File: src/rtl/tribonacci_checker_pkg.sv
// Purpose: shared state encoding and generator seed terms for the tribonacci checker.
// Latency: none (types and constants only).
// Backpressure: not applicable.
package tribonacci_checker_pkg;

  // Checker operating states.
  typedef enum logic [1:0] {
    IDLE = 2'd0,
    RUN  = 2'd1,
    FAIL = 2'd2,
    SAT  = 2'd3
  } state_t;

  // Seed terms t0, t1, t2 of the expected sequence.
  localparam int unsigned T0 = 0;
  localparam int unsigned T1 = 1;
  localparam int unsigned T2 = 1;

endpackage

File: src/rtl/tribonacci_step.sv
// Purpose: three-term tribonacci generator; term is the oldest held term.
// Latency: load or advance takes effect on the next rising clk edge.
// Backpressure: holds its terms whenever advance is low.
module tribonacci_step
  import tribonacci_checker_pkg::*;
#(
  parameter int WIDTH = 32
) (
  input  logic             clk,
  input  logic             rst,
  input  logic             load,
  input  logic             advance,
  output logic [WIDTH-1:0] term
);

  logic [WIDTH-1:0] t_a;
  logic [WIDTH-1:0] t_b;
  logic [WIDTH-1:0] t_c;

  // Reload seeds on reset or load, otherwise shift the window by one term per advance.
  always_ff @(posedge clk) begin
    if (!rst || load) begin
      t_a <= WIDTH'(T0);
      t_b <= WIDTH'(T1);
      t_c <= WIDTH'(T2);
    end else if (advance) begin
      t_a <= t_b;
      t_b <= t_c;
      t_c <= t_a + t_b + t_c;  // carry out is dropped: sequence is modulo 2^WIDTH
    end
  end

  assign term = t_a;

endmodule

File: config.mk
export PLATFORM = sky130hd
export DESIGN_NAME = tribonacci_step
export DESIGN_NICKNAME = d
export VERILOG_FILES = /design/src/rtl/tribonacci_checker_pkg.sv /design/src/rtl/tribonacci_step.sv
export SDC_FILE = /design/constraint.sdc
export NUM_CORES = 1
export LEC_CHECK = 0
export BUFFER_PORTS_ARGS = -buffer_cell sky130_fd_sc_hd__buf_2
export CORE_UTILIZATION = 55
export CTS_CLUSTER_DIAMETER = 60
export DETAILED_ROUTE_END_ITERATION = 10
export GPL_TIMING_DRIVEN = 0
export PLACE_DENSITY = 0.73
export SLEW_MARGIN = 5
export SYNTH_ARGS = -nofsm -noshare
export SYNTH_HDL_FRONTEND = slang
export SYNTH_SLANG_ARGS = --single-unit
File: constraint.sdc
create_clock -name clk -period 5.4 [get_ports clk]
set_clock_uncertainty 0.15 [all_clocks]
set_input_delay 1.08 -clock clk [delete_from_list [all_inputs] [get_ports clk]]
set_output_delay 1.08 -clock clk [all_outputs]
set_load 0.02 [all_outputs]
# Word level (Yosys, flattened, before mapping)

Cells that the tools add are included.

Flip-flop bits (word level): 96
Output and inout port bits: 32
Word-level logic and storage cells: 7
Bits of input ports: 4

Add/sub/neg operators: 2
Reduce and logical (&&, ||, !) cells: 2

Operators with widths:

| cell             | count |
|---|---|
| $add 32x32->32   | 2 |
| $logic_not 1->1  | 1 |
| $logic_or 1x1->1 | 1 |

# Longest topological paths before layout

Depth in word-level cells: 2
Depth in mapped cells: 13
Gate-level depth less buffers: 13

# Least setup slack after synthesis

Ideal clock, no wire load.

Kind: reg-to-reg
From: reg t_a[1] (netlist: term[1])
To: reg t_c[31]
Library setup time: 0.070 ns
Stages on the path, launching flop included: 12
Arrival: 3.250 ns
Data required time: 5.180 ns
Buffers on the path: 0
Setup slack: 1.930 ns
Period minus slack after synthesis: 3.470 ns
Path through: dfxtp_1 -> fa_1 -> ha_1 -> fa_1 -> a21o_1 -> a21oi_2 -> o221ai_1 -> o2111ai_2 -> a21oi_1 -> o21a_1 -> or4_1 -> a21oi_1

Longest elaborated chain between the ends: 2

RTL lines:

| what                         | RTL line              | text |
|---|---|---|
| start: declaration           | tribonacci_step.sv:16 | `logic [WIDTH-1:0] t_a;` |
| start signal: assignment     | tribonacci_step.sv:23 | `t_a <= WIDTH'(T0);` |
| start signal: assignment     | tribonacci_step.sv:27 | `t_a <= t_b;` |
| $add 32x32->32 (2 in series) | tribonacci_step.sv:29 | `t_c <= t_a + t_b + t_c;` |
| end signal: assignment       | tribonacci_step.sv:25 | `t_c <= WIDTH'(T2);` |
| end signal: assignment       | tribonacci_step.sv:29 |  |
| end: declaration             | tribonacci_step.sv:18 | `logic [WIDTH-1:0] t_c;` |

Every way passes these cells.
A chain may end at the register's enable or synchronous reset.

# Worst setup path after layout

From: reg t_b[1]
To: reg t_c[31]

Longest elaborated chain between the ends: 2

RTL lines:

| what                         | RTL line              | text |
|---|---|---|
| start: declaration           | tribonacci_step.sv:17 | `logic [WIDTH-1:0] t_b;` |
| start signal: assignment     | tribonacci_step.sv:24 | `t_b <= WIDTH'(T1);` |
| start signal: assignment     | tribonacci_step.sv:28 | `t_b <= t_c;` |
| $add 32x32->32 (2 in series) | tribonacci_step.sv:29 |  |

Every way passes these cells.

==> reports/metrics.cfg <==
[floorplanning]
dieArea_sq_um = 10700
fp.dieW_microns = 104
start_util_pct = 57.5
die_h_microns = 104
io_pins = 36
coreArea_sq_um = 9860
row_count = 36

[timing]
whs_ps = 352
layout_worst_path_cycle_share_pct = 69.1
setup_slack_ps = 1670
drv_slew = 0
hold_violations = 0
setup_violations = 0
relSlewSlack_pct = 31.1
grt_setup_unrepaired = false
fmax_mhz = 268
layout_min_cycle_time_ps = 3730
tightest_slew_ps = 1030
setup-tns-final_ps = 0

[logic_synthesis]
netlist_area_sq_um = 5670
async_flop_share_pct = 0
ys_types = 53
avgSynthCellArea_sq_um = 9.39
ys.flop_type = dfxtp_1
synth-seq-area-share_pct = 33.9
synth_edf_count = 0
syn-num-nets = 670
yosysWarnings = 0
synth_seq_cells = 96
postSynthCellCount = 604

[flow_run]
max_cap_violations = 0

[worst_setup_path]
startpoint_type = flop
critPathLaunch = t_b[1]
cp_max_fo = 4
endpoint_kind = flop
crit_type = flop to flop
ff2ff_setup_slack_ps = 1670
worstPathRequired_ps = 5570
crit_family = compound AO/OA/AOI/OAI gates
critPathMaxStageDelay_ps = 460
cp_cell_sequence = fa_1, ha_1, fa_1, a21o_1, a21oi_2, o221ai_1, o2111ai_2, a21oi_1, o21a_1, or4_1, a21oi_1
cp.arrival_ps = 3900
r2r_cells = 11
timing.rr.start = t_b[1]
worstReg2RegEnd = t_c[31]
cp_slowest_cell = fa_1
crit_buf_inv = 0

[placed_design]
hpwl_microns = 9720
numPortBuffers = 35
pre_cts_slack_ps = 1720
gp_congestion = 0.885

[pwr]
p_leak_nw = 2.89
clkPwrFrac_pct = 37.9
power_frac_seq_pct = 56.1
worst_ir_drop_vdd_v = 0.000159
p_sw_share_pct = 24.4
p_int_w = 0.000961
switching_power_w = 0.000310
p_per_area_nw_per_um2 = 205
p_comb_share_pct = 6.0

[clocking]
cts_root_buf = clkbuf_8
post-cts-setup-buffer-count = 0
clock-sinks = 96
numCtsBuffers = 9
ctsHoldBuffers = 0
htree_num_levels = 3
cts_resized = 0
cts.clk_slew.worst_paths_ps = 90
cts_tree = built
clock_path_buffers = 2
insertion_delay_ps = 390

[drt]
avgRoutedWirePerCell_microns = 16.5
vias = 4550
drtIter0Drc = 247
firstDrtPassIters = 5
wl_microns = 13000
remaining_drc_errors = 0
drtAntennaViolNets = 0
vias_per_cell = 5.77

[layout]
drive_gt1_share_pct = 9.16
multi_input_area_sq_um = 3580
regArea_sq_um = 1920
fillers = 841
most-common-layout-cells = nor2_1 (109), dfxtp_1 (96), mux2i_1 (77)
layout_commonest_cell = nor2_1
layout.nets = 716
syn2layout_area_growth_pct = 9.51
antenna-diode-count = 0
post-route-util_pct = 63.0

[global_routing]
grt_pass1_vias = 4510
grt_max_degree = 16
antenna_found_initial = 0
overflow = 0
grt_first_pass_wirelength_microns = 22100
grt_use_total_pct = 25.9

[min_path]
min_path_type = flop to flop
holdPathStages = 2
holdPathEnd = t_c[18]
hp-start = t_c[18]

[run_status]
status = finished clean

-- metrics by stage --
stage | cells | total power (W) | cell area, sq um
final | 788 | 0.00127 | 6210
after global routing | 788 | 0.00132 | 6210
after CTS | 788 | 0.00128 | 6210
after detailed placement | 772 | 0.000805 | 6010
after global placement | 772 | 0.000804 | 6010
after floorplan | 604 | 0.000782 | 5670
-- sequential cells by signal, summed over array words and instances (netlist names) --
register / cells
t_b: 32
t_c: 32
term: 32
-- layer usage --
metal  vias to the layer above  wire (microns)  global-route usage [%]
met5                         -               0                       0
met4                         0             225                    7.66
met3                        20             474                    5.73
met2                        92            6290                    43.3
met1                      2217            5990                    33.4
li1                       2221               -                       -
-- cells in the mapped netlist, types with 2 or more instances --
library cell	n	area (sq um)
a211o_1	2	17.5
a211oi_1	9	67.6
a211oi_2	2	25.0
a21o_1	13	97.6
a21oi_1	32	160
a31oi_1	5	31.3
and3_1	2	12.5
buf_1	5	18.8
clkbuf_1	22	82.6
dfxtp_1	96	1920
fa_1	32	641
ha_1	30	375
inv_1	16	60.1
mux2i_1	77	771
nand2_1	34	128
nand3_1	11	55.1
nand4_1	5	31.3
nor2_1	109	409
nor2b_1	6	37.5
nor3_1	7	35.0
nor4_1	2	12.5
o211ai_1	4	30.0
o21a_1	5	37.5
o21ai_0	13	65.1
o21ai_1	7	35.0
o21bai_1	4	30.0
o22ai_1	2	12.5
o31a_1	4	35.0
o31ai_1	4	30.0
o41ai_2	2	32.5
or4_1	2	15.0
xnor2_1	15	131
xor2_1	5	43.8
-- cell type report --
cell class,instances,share of cell area [%]
Multi-Input combinational cell,464,57.6
Sequential cell,96,30.9
Timing Repair Buffer,35,2.82
Tap cell,133,2.68
Clock buffer,11,2.28
Buffer,28,1.81
Inverter,16,0.967
Clock inverter,5,0.907
-- how the worst max path moves through the flow --
stage	end	slack (ps)	cells after the start
after floorplan	t_c[31]	1930	11
after CTS	t_c[31]	1680	11
final	t_c[31]	1670	11
after global routing	t_c[31]	1510	11
after global placement	t_c[31]	1790	11
after detailed placement	t_c[31]	1720	11
-- power groups by stage --
| stage | clock (W) | sequential (W) | combinational (W) |
|---|---|---|---|
| floorplan | 0 | 0.000730 | 0.0000522 |
| global placement | 0 | 0.000730 | 0.0000742 |
| detailed placement | 0 | 0.000730 | 0.0000755 |
| CTS | 0.000494 | 0.000713 | 0.0000757 |
| global route | 0.000520 | 0.000714 | 0.0000823 |
| finish | 0.000482 | 0.000713 | 0.0000759 |
-- worst register-to-register path: stages (launching register included) --
cell and delay (ps):
dfxtp_1 410, fa_1 460, ha_1 270, fa_1 420, a21o_1 210, a21oi_2 210
o221ai_1 300, o2111ai_2 300, a21oi_1 120, o21a_1 210, or4_1 460, a21oi_1 150
-- cell families (layout without fill, tap and decap cells) --
logic type / count (synthesis) / count (layout) / share of synthesized area (%)
muxes: 77 / 77 / 13.6
adders and majority gates: 62 / 62 / 17.9
AOI/OAI and AO/OA: 121 / 121 / 14.7
DFF: 96 / 96 / 33.9
xor gates and xnor gates: 20 / 20 / 3.09
and+or+nand+nor: 184 / 184 / 13.8
buffers and inverters: 44 / 95 / 3.05
Note: power is estimated with default switching activity, not from simulation.
